$ cat src/rtl/ser_pkg.sv
// ser_pkg: shared serializer definitions (FSM states, shift-order constants)
// used by par2ser and the ser2par-side logic.
package ser_pkg;
    typedef enum logic {
        ST_IDLE  = 1'b0,
        ST_SHIFT = 1'b1
    } state_t;
    localparam logic DIR_LSB_FIRST = 1'b0;
    localparam logic DIR_MSB_FIRST = 1'b1;
endpackage

$ cat src/rtl/par2ser.sv
// par2ser: parallel word in (valid/ready) to framed serial bit stream out.
// Defining PAR2SER_PARITY_EN appends one even-parity bit to every frame.
module par2ser
    import ser_pkg::*;
#(
    parameter int LENGTH = 8
) (
    input  logic              clock,
    input  logic              reset,
    input  logic              direct,
    input  logic              ivalid,
    output logic              iready,
    input  logic [LENGTH-1:0] idata,
    output logic              ovalid,
    output logic              odata,
    output logic              olast
);
`ifdef PAR2SER_PARITY_EN
    localparam int FRAME = LENGTH + 1;
`else
    localparam int FRAME = LENGTH;
`endif
    localparam int CW = $clog2(FRAME + 1);
    localparam logic [CW-1:0] LAST_IDX = CW'(FRAME - 1);

    state_t            r_state, w_state_nxt;
    logic [LENGTH-1:0] r_shift;
    logic              r_dir;
    logic [CW-1:0]     r_cnt, w_cnt_nxt;
    logic              r_odata, r_ovalid, r_olast;
    logic              w_accept, w_bit_nxt;
`ifdef PAR2SER_PARITY_EN
    localparam logic [CW-1:0] PAR_IDX = CW'(LENGTH);
    logic              r_par;
`endif

    assign iready = !reset && (r_state == ST_IDLE || r_olast);
    assign ovalid = r_ovalid;
    assign odata  = r_odata;
    assign olast  = r_olast;

    always_comb begin
        w_accept    = ivalid && iready;
        w_cnt_nxt   = r_cnt + CW'(1);
        w_bit_nxt   = (r_dir == DIR_MSB_FIRST) ? r_shift[LENGTH-1] : r_shift[0];
`ifdef PAR2SER_PARITY_EN
        w_bit_nxt   = (w_cnt_nxt == PAR_IDX) ? r_par : w_bit_nxt;
`endif
        w_state_nxt = w_accept ? ST_SHIFT : (r_olast ? ST_IDLE : r_state);
    end

    always_ff @(posedge clock or posedge reset) begin
        if (reset) r_state <= ST_IDLE;
        else       r_state <= w_state_nxt;
    end

    // The first bit is registered straight from idata so it appears one cycle after acceptance.
    always_ff @(posedge clock or posedge reset) begin
        if (reset) begin
            r_shift  <= '0;
            r_dir    <= DIR_LSB_FIRST;
            r_cnt    <= '0;
            r_odata  <= 1'b0;
            r_ovalid <= 1'b0;
            r_olast  <= 1'b0;
`ifdef PAR2SER_PARITY_EN
            r_par    <= 1'b0;
`endif
        end else if (w_accept) begin
            r_shift  <= (direct == DIR_MSB_FIRST) ? idata << 1 : idata >> 1;
            r_dir    <= direct;
            r_cnt    <= '0;
            r_odata  <= (direct == DIR_MSB_FIRST) ? idata[LENGTH-1] : idata[0];
            r_ovalid <= 1'b1;
            r_olast  <= 1'b0;
`ifdef PAR2SER_PARITY_EN
            r_par    <= ^idata;
`endif
        end else if (r_olast) begin
            r_cnt    <= '0;
            r_odata  <= 1'b0;
            r_ovalid <= 1'b0;
            r_olast  <= 1'b0;
        end else if (r_state == ST_SHIFT) begin
            r_shift  <= (r_dir == DIR_MSB_FIRST) ? r_shift << 1 : r_shift >> 1;
            r_cnt    <= w_cnt_nxt;
            r_odata  <= w_bit_nxt;
            r_olast  <= (w_cnt_nxt == LAST_IDX);
        end
    end
endmodule

$ cat config.mk
export PLATFORM = sky130hd
export DESIGN_NAME = par2ser
export DESIGN_NICKNAME = d
export VERILOG_FILES = /design/src/rtl/ser_pkg.sv /design/src/rtl/par2ser.sv
export SDC_FILE = /design/constraint.sdc
export NUM_CORES = 1
export LEC_CHECK = 0
export ABC_AREA = 1
export CAP_MARGIN = 20
export CORE_MARGIN = 10
export CORE_UTILIZATION = 40
export DETAILED_ROUTE_END_ITERATION = 6
export GPL_ROUTABILITY_DRIVEN = 0
export REMOVE_ABC_BUFFERS = 1
export SLEW_MARGIN = 10
export SYNTH_ARGS = -nofsm -noshare
export SYNTH_HDL_FRONTEND = slang
export SYNTH_SLANG_ARGS = --single-unit
$ cat constraint.sdc
create_clock -name clock -period 2.6 [get_ports clock]
set_clock_uncertainty 0.1 [all_clocks]
set_input_delay 0.52 -clock clock [delete_from_list [all_inputs] [get_ports clock]]
set_output_delay 0.52 -clock clock [all_outputs]
set_load 0.005 [all_outputs]
=== After elaboration in Yosys (flattened, before gate mapping) ===
Cells that the tools add are included.

* Input port bits: 12
* Output and inout bits: 4
* Logic and storage cells: 36
* Register bits after elaboration: 16

* Equality and inequality tests: 2
* Bitwise gates (word level): 1
* Reductions and logical operators: 8
* $add $sub $neg: 1
* Muxes and demuxes: 18

{| class="wikitable"
|+ Operators with widths
! operator !! count
|-
| 2-to-1 mux 8 bit || 5
|-
| 2-to-1 mux 4 bit || 3
|-
| 2-to-1 mux 1 bit || 10
|-
| adder 4 x 1 -> 4 bit, second input constant || 1
|-
| equality test 4 x 3 -> 1 bit, second input constant || 1
|-
| nonzero test 2 bit || 2
|-
| nonzero test 3 bit || 1
|-
| logical AND 1 bit || 2
|-
| != test 2 x 1 -> 1 bit, second input constant || 1
|-
| AND reduction 2 bit || 1
|-
| zero test 1 bit || 1
|-
| logical OR 1 bit || 1
|-
| NOT 1 bit || 1
|}

=== Depth between registers and ports, before layout ===
Gate-level depths: netlist (run 1).

* Depth after elaboration: 6
* Gate-level depth with buffers: 8
* Mapped depth without buffers: 7

=== Least setup slack after synthesis (run 1) ===
No wires, ideal clock.

* Path kind: input to register
* Start point: in reset
* End point: reg r_shift[4]
* Stages on the path: 6
* Setup slack: 1,185 ps
* Data required time: 2,375 ps
* Arrival time: 1,190 ps
* Setup time: 125 ps
* Buffers on the path: 0
* Cell sequence: inv_2 nand3_4 nand2_4 inv_6 nand2_2 nand3_2

* Word-level cells in the longest chain between the ends: 5
* Elaborated cells on any way between the ends: 7
* Those cells by class: eq/ne: 1; mux: 1; reduce/logical: 5

{| class="wikitable"
|+ Ends and longest elaborated chain
! item !! line !! RTL
|-
| start, declared || par2ser.sv:9 || <nowiki>input logic reset,</nowiki>
|-
| zero test 1 bit (no source line) * || - ||
|-
| logical AND 1 bit * || par2ser.sv:37 || <nowiki>assign iready = !reset && (r_state == ST_IDLE || r_olast);</nowiki>
|-
| logical AND 1 bit * || par2ser.sv:43 || <nowiki>w_accept = ivalid && iready;</nowiki>
|-
| != test 2 x 1 -> 1 bit (no source line) or nonzero test 2 bit (tied branches) || - ||
|-
| AND reduction 2 bit (no source line) || - ||
|-
| end signal, assigned || par2ser.sv:70 || <nowiki>r_shift <= (direct == DIR_MSB_FIRST) ? idata << 1 : idata >> 1;</nowiki>
|-
| end signal, assigned || par2ser.sv:85 || <nowiki>r_shift <= (r_dir == DIR_MSB_FIRST) ? r_shift << 1 : r_shift >> 1;</nowiki>
|-
| end, declared || par2ser.sv:27 || <nowiki>logic [LENGTH-1:0] r_shift;</nowiki>
|}

Mark *: on every way between the ends. The rest lies on a longest branch, timed or not.
A chain may end at the register's enable or synchronous reset.

=== Worst setup path after layout (run 1) ===
* Start point: in reset
* End point: out iready

* Word-level cells in the longest chain between the ends: 2

{| class="wikitable"
|+ Ends and longest elaborated chain
! item !! line !! RTL
|-
| zero test 1 bit (no source line) || - ||
|-
| logical AND 1 bit || par2ser.sv:37 ||
|-
| end, declared || par2ser.sv:12 || <nowiki>output logic iready,</nowiki>
|}

No other way between the ends.

==> results.py, run 1 <==
metrics = {
    "timing": {
        "rsz0062_at_grt": "no",
        "hold_violations": 0,
        "period_share": 0.8778,
        "tns_ns": 0,
        "report.final.slew_viol_count": 0,
        "max_clock_freq_ghz": 0.4381,
        "worstMarginPinSlew_ns": 0.3503,
        "maxSlewHeadroom": 0.7658,
        "post-route-worst-setup-slack_ns": 0.3176,
        "setup_viol": 0,
        "min_period_ns": 2.282,
    },
    "setup_path": {
        "critical_path_class": "input pin to output pin",
        "startpoint_type": "input pin",
        "rrSetupSlack_ns": 1.25,
        "arrival_ns": 1.66,
        "setup.worst_path.end": "iready",
        "end_kind": "output pin",
        "cp_common_cell": "clkdlybuf4s50_1",
        "crit_path_start": "reset",
        "path_max_fanout": 2,
        "crit_chain": "clkdlybuf4s50_1 -> a21oi_1 -> clkdlybuf4s50_1",
        "rr_endpoint": "r_shift[1]",
        "r2r_cells": 6,
        "critPathSlowestCell": "clkdlybuf4s50_1",
        "critPathRequiredTime_ns": 1.98,
        "regToRegStartpoint": "olast",
        "critPathMaxStageDelay_ns": 0.53,
    },
    "synthesis": {
        "synth-adder-area-share": 0.02448,
        "synth_area_per_cell_um2": 7.803,
        "yosysUniqueCellTypes": 23,
        "muxShareOfSynthArea": 0,
        "synthXorXnorAreaFrac": 0.01714,
        "synth_cells": 131,
        "synth-simple-area-share": 0.3488,
        "syn_area_um2": 1022,
        "synth-seq-cells": 16,
        "synth_top_family_by_area": "simple AND/OR/NAND/NOR gates",
        "synth_compound_area_frac": 0.1163,
        "synthArstFlopShare": 1.000,
        "ys.flop_type": "dfrtp_1",
        "synth.yosys.seq_area_share": 0.3917,
        "synth_edf_count": 0,
        "yosysWarningCount": 0,
    },
    "floorplanning": {
        "die_w_um": 70.55,
        "ioPinCount": 16,
        "die_h_um": 70.55,
        "dieArea_um2": 4977,
        "start_util": 0.4164,
        "rows": 18,
        "coreArea_um2": 2455,
    },
    "placement": {
        "pre_cts_slack_ns": 0.3159,
        "portBuffers": 15,
        "place_inst": 174,
        "hpwlAfterDp_um": 1646,
    },
    "cells_and_area": {
        "syn_to_final_growth_pct": 20.32,
        "stdcell_count": 178,
        "final_common_cell": "nand2_1",
        "diodes": 0,
        "final_cell_mix": "nand2_1 (37), dfrtp_1 (16), clkdlybuf4s50_1 (15)",
        "fin_nets": 163,
        "final_layout_size_suffix_gt1_frac": 0.2162,
        "final_util": 0.5010,
    },
    "pwr": {
        "swShare": 0.4363,
        "p_seq_frac": 0.367,
        "p_clk_frac": 0.127,
        "switchingPower_mw": 0.5746,
        "leakagePower_nw": 0.6192,
        "power.internal_mw": 0.7425,
        "finalPower_mw": 1.317,
        "power.density_nw_per_um2": 1071,
        "power.share.combinational": 0.506,
        "peakVddDrop_uv": 537.0,
    },
    "global_route": {
        "antenna_found_initial": 0,
        "grt_pass1_wl_um": 3429,
        "grt_overflow": 0,
        "grtUsageTotal": 0.08296,
        "grt_max_degree": 17,
        "grt_pass1_vias": 805,
    },
    "drt": {
        "drcViolationCount": 0,
        "first_pass_iters": 4,
        "viasPerCell": 4.815,
        "dr_total_vias": 857,
        "route.met2.wl_um": 1057,
        "routedWlPerCell_um": 11.49,
        "final_antenna_net_count": 0,
        "wl_met3_um": 59,
        "drtIter0Drc": 45,
        "top_layer": "met4",
        "drt-met1-wl_um": 877,
        "totalWireLength_um": 2046,
    },
    "clock_network": {
        "clkLatencyLatePin_ns": 0.29,
        "cts.sinks": 16,
        "cts.htree.levels": 1,
        "cts-hold-fix-buffers": 0,
        "clock-root-buffer": "clkbuf_4",
        "cts_setup_buffers": 0,
        "cts.path.max_buffers": 2,
        "cts_resized": 0,
        "cts_tree": "built",
        "numCtsBuffers": 3,
        "path_clk_slew_ns": 0.10,
    },
    "job": {
        "max_cap_violations": 0,
    },
    "min_path": {
        "hp-class": "flip-flop to flip-flop",
    },
    "status": {
        "status": "completed",
    },
}
-- logic make-up after synthesis --
logic type / after synthesis
AO/OA/AOI/OAI: 22
XOR/XNOR: 2
AND/OR/NAND/NOR: 67
buffers and inverters: 22
flip-flops: 16
adder cells (fa/ha/maj): 2
-- per-stage QoR --
stage | area, um^2 | hold WS, ns
finish | 1230 | 0.3860
global route | 1230 | 0.4277
detailed placement | 1194 | 0.3664
floorplan | 998.5 | 0.2621
global placement | 1194 | 0.3649
CTS | 1230 | 0.3925
-- cell usage after synthesis (2+ instances only) --
library cell / instances / area share
nand3_1: 4 / 0.020
o21ai_0: 9 / 0.044
nor2_1: 8 / 0.029
ha_1: 2 / 0.024
dfrtp_1: 16 / 0.39
nand2_1: 37 / 0.14
nand3_4: 2 / 0.034
nand2_2: 8 / 0.049
a21oi_1: 4 / 0.020
a21oi_2: 2 / 0.017
inv_1: 12 / 0.044
inv_2: 4 / 0.015
xor2_1: 2 / 0.017
o21ai_1: 6 / 0.029
nand3_2: 6 / 0.059
nand2_4: 2 / 0.022
-- sequential cells by signal (all words and copies together) (netlist names) --
signal,cells
ovalid,1
r_shift,8
olast,1
r_dir,1
odata,1
r_cnt,4
-- power by group through the flow --
stage,registers (mW),logic [mW],clock network (mW)
after floorplan,0.465,0.520,0
after global placement,0.488,0.665,0
after global routing,0.500,0.758,0.188
after detailed placement,0.489,0.680,0
after CTS,0.484,0.682,0.175
final,0.483,0.667,0.167
-- critical path: cells and delay by family --
kind / cells / cell delay [ns]
buffers and inverters: 2 / 0.96
AO/OA/AOI/OAI: 1 / 0.17
-- how the worst min path moves through the flow --
stage                      from  endpoint  slack (ns)  cells past startpoint
after floorplan           reset     odata        0.26                      1
after global placement    odata     odata        0.36                      2
after detailed placement  odata     odata        0.37                      2
after CTS                 odata     odata        0.39                      2
after global routing      odata     odata        0.43                      2
final                     odata     odata        0.39                      2
-- layer usage --
layer	global-route usage	up-vias
met5	0	-
met4	0.05161	0
met3	0.02092	4
met2	0.1487	15
met1	0.08407	390
li1	-	448
-- cell type report --
type                    instances  area, um^2
clock buffers                   4       36.28
fillers                       250        1225
inverters                      19       80.08
multi-input cells              93       518.0
flip-flops and latches         16       400.4
well taps                      30       37.54
repair buffers                 16       157.7
(Power assumes the default switching activity.)
==> inputs of run 2 (changes only) <==
Settings changed: RECOVER_POWER set to 100.
==> run 2 against run 1 <==
Compared with the run above: register-to-register slack got worse by 0.42 ns; combinational power fell by 5.7%; clock-buffer cell count did not move; worst setup slack got worse by 0.12 ns; sequential power barely moved; critical path depth did not move; sequential share of layout area rose by 0.92 points; via count fell by 0.47%; first-iteration DRC count fell by 4.4%; clock power barely moved; non-clock buffer count did not move; die area did not move; critical endpoint unchanged; largest cell class unchanged.
==> results.py, run 2 (synthesis gave the netlist of run 1 again) <==
metrics = {
    "drt": {
        "routedWlPerCell_um": 11.50,
        "drtIter0Drc": 43,
        "viasPerCell": 4.792,
        "totalWireLength_um": 2047,
        "first_pass_iters": 4,
        "dr_total_vias": 853,
        "drcViolationCount": 0,
        "final_antenna_net_count": 0,
    },
    "setup_path": {
        "end_kind": "output pin",
        "arrival_ns": 1.78,
        "critPathSlowestCell": "dlygate4sd3_1",
        "critPathTopFamily": "buffers and inverters",
        "r2r_cells": 6,
        "crit_chain": "dlygate4sd3_1 -> a21oi_1 -> clkdlybuf4s50_1",
        "critPathRequiredTime_ns": 1.98,
        "cp.buffers_inverters": 2,
        "critical_path_class": "input pin to output pin",
        "crit_cells": 3,
        "path_max_fanout": 2,
        "startpoint_type": "input pin",
        "critPathMaxStageDelay_ns": 0.55,
    },
    "global_route": {
        "grt_pass1_vias": 805,
        "grt_max_degree": 17,
        "grtUsageTotal": 0.08296,
        "grt_pass1_wl_um": 3429,
        "antenna_found_initial": 0,
        "grt_overflow": 0,
    },
    "cells_and_area": {
        "syn_to_final_growth_pct": 17.01,
        "final_cell_mix": "nand2_1 (37), dfrtp_1 (16), inv_1 (13)",
        "final_layout_size_suffix_gt1_frac": 0.1757,
        "fin_nets": 163,
        "final_common_cell": "nand2_1",
        "largest_reg_flops": 8,
        "stdcell_count": 178,
        "top_register": "r_shift",
        "diodes": 0,
        "reg_top3": "r_shift (8), r_cnt (4)",
    },
    "pwr": {
        "leakagePower_nw": 0.6017,
        "finalPower_mw": 1.277,
        "switchingPower_mw": 0.5569,
        "power.internal_mw": 0.7205,
        "peakVddDrop_uv": 489.3,
        "p_clk_frac": 0.130,
        "power.share.combinational": 0.492,
        "p_seq_frac": 0.377,
        "power.density_nw_per_um2": 1068,
        "swShare": 0.4359,
    },
    "clock_network": {
        "clock-root-buffer": "clkbuf_4",
        "cts.path.max_buffers": 2,
        "cts.sinks": 16,
        "cts.htree.levels": 1,
        "cts-hold-fix-buffers": 0,
        "path_clk_slew_ns": 0.09,
        "cts_setup_buffers": 0,
        "cts_tree": "built",
        "cts_resized": 0,
        "clkLatencyLatePin_ns": 0.29,
        "numCtsBuffers": 3,
    },
    "timing": {
        "report.final.slew_viol_count": 0,
        "setup_viol": 0,
        "worstMarginPinSlew_ns": 0.9088,
        "maxSlewHeadroom": 0.3941,
        "rsz0062_at_grt": "no",
        "tns_ns": 0,
        "min_period_ns": 2.400,
        "max_clock_freq_ghz": 0.4167,
        "hold_violations": 0,
        "period_share": 0.9230,
    },
    "placement": {
        "hpwlAfterDp_um": 1646,
        "place_inst": 174,
        "portBuffers": 15,
    },
    "min_path": {
        "hp-class": "flip-flop to flip-flop",
        "min_delay_path_depth": 2,
    },
    "floorplanning": {
        "ioPinCount": 16,
        "dieArea_um2": 4977,
        "coreArea_um2": 2455,
        "die_h_um": 70.55,
        "die_w_um": 70.55,
        "start_util": 0.4164,
        "rows": 18,
    },
    "status": {
        "status": "completed",
    },
    "job": {
        "max_cap_violations": 0,
    },
}
run 2: changes by cell type in the layout (fill, tap and decap cells not counted), sizes merged:
cell,change
buf,-1
clkdlybuf4s50,-4
clkbuf,+1
inv,-1
dlygate4sd3,+4
clkinvlp,+1
run 2: path summary, 6_finish.rpt:
| check | from | endpoint | slack [ns] |
|---|---|---|---|
| hold reg to reg | odata | odata | 0.38 |
| max in group asynchronous | reset | r_shift[5] | 0.97 |
| setup reg to reg | olast | r_shift[1] | 0.83 |
| min in group asynchronous | reset | r_cnt[0] | 0.88 |
| setup / recovery | reset | iready | 0.20 |
| hold / removal | odata | odata | 0.38 |
run 2: final cells by class:
class	count	area (um^2)
Multi-Input combinational cell	93	488.0
Inverter	19	80.08
Fill cell	254	1259
Timing Repair Buffer	16	153.9
Sequential cell	16	400.4
Clock buffer	4	36.28
Tap cell	30	37.54
run 2: power groups by stage:
stage          logic [mW]  registers [mW]  clock network [mW]
2_1_floorplan       0.520           0.465                   0
3_3_place_gp        0.665           0.488                   0
3_5_place_dp        0.680           0.489                   0
4_1_cts             0.682           0.484               0.175
5_1_grt             0.717           0.499               0.188
6_report            0.629           0.482               0.167
run 2: through the flow:
step | hold slack (ns) | util | instance area (um^2) | worst slack (ns)
finish | 0.3801 | 0.4873 | 1196 | 0.2002
global route | 0.4242 | 0.4873 | 1196 | 0.1630
CTS | 0.3925 | 0.5010 | 1230 | 0.3071
detailed placement | 0.3664 | 0.4862 | 1194 | 0.3159
global placement | 0.3649 | 0.4862 | 1194 | 0.3322
floorplan | 0.2621 | - | 998.5 | 1.185
run 2: worst min-delay path: stages (launching register included):
cell and delay [ns]:
dfrtp_1 0.35, nand2_1 0.05, nand2_1 0.05
run 2: layer usage:
metal | part of all wire | vias up | global-route usage
met5 | 0 | - | 0
met4 | 0.025 | 0 | 0.05161
met3 | 0.029 | 4 | 0.02092
met2 | 0.51 | 15 | 0.1487
met1 | 0.44 | 386 | 0.08407
li1 | - | 448 | -
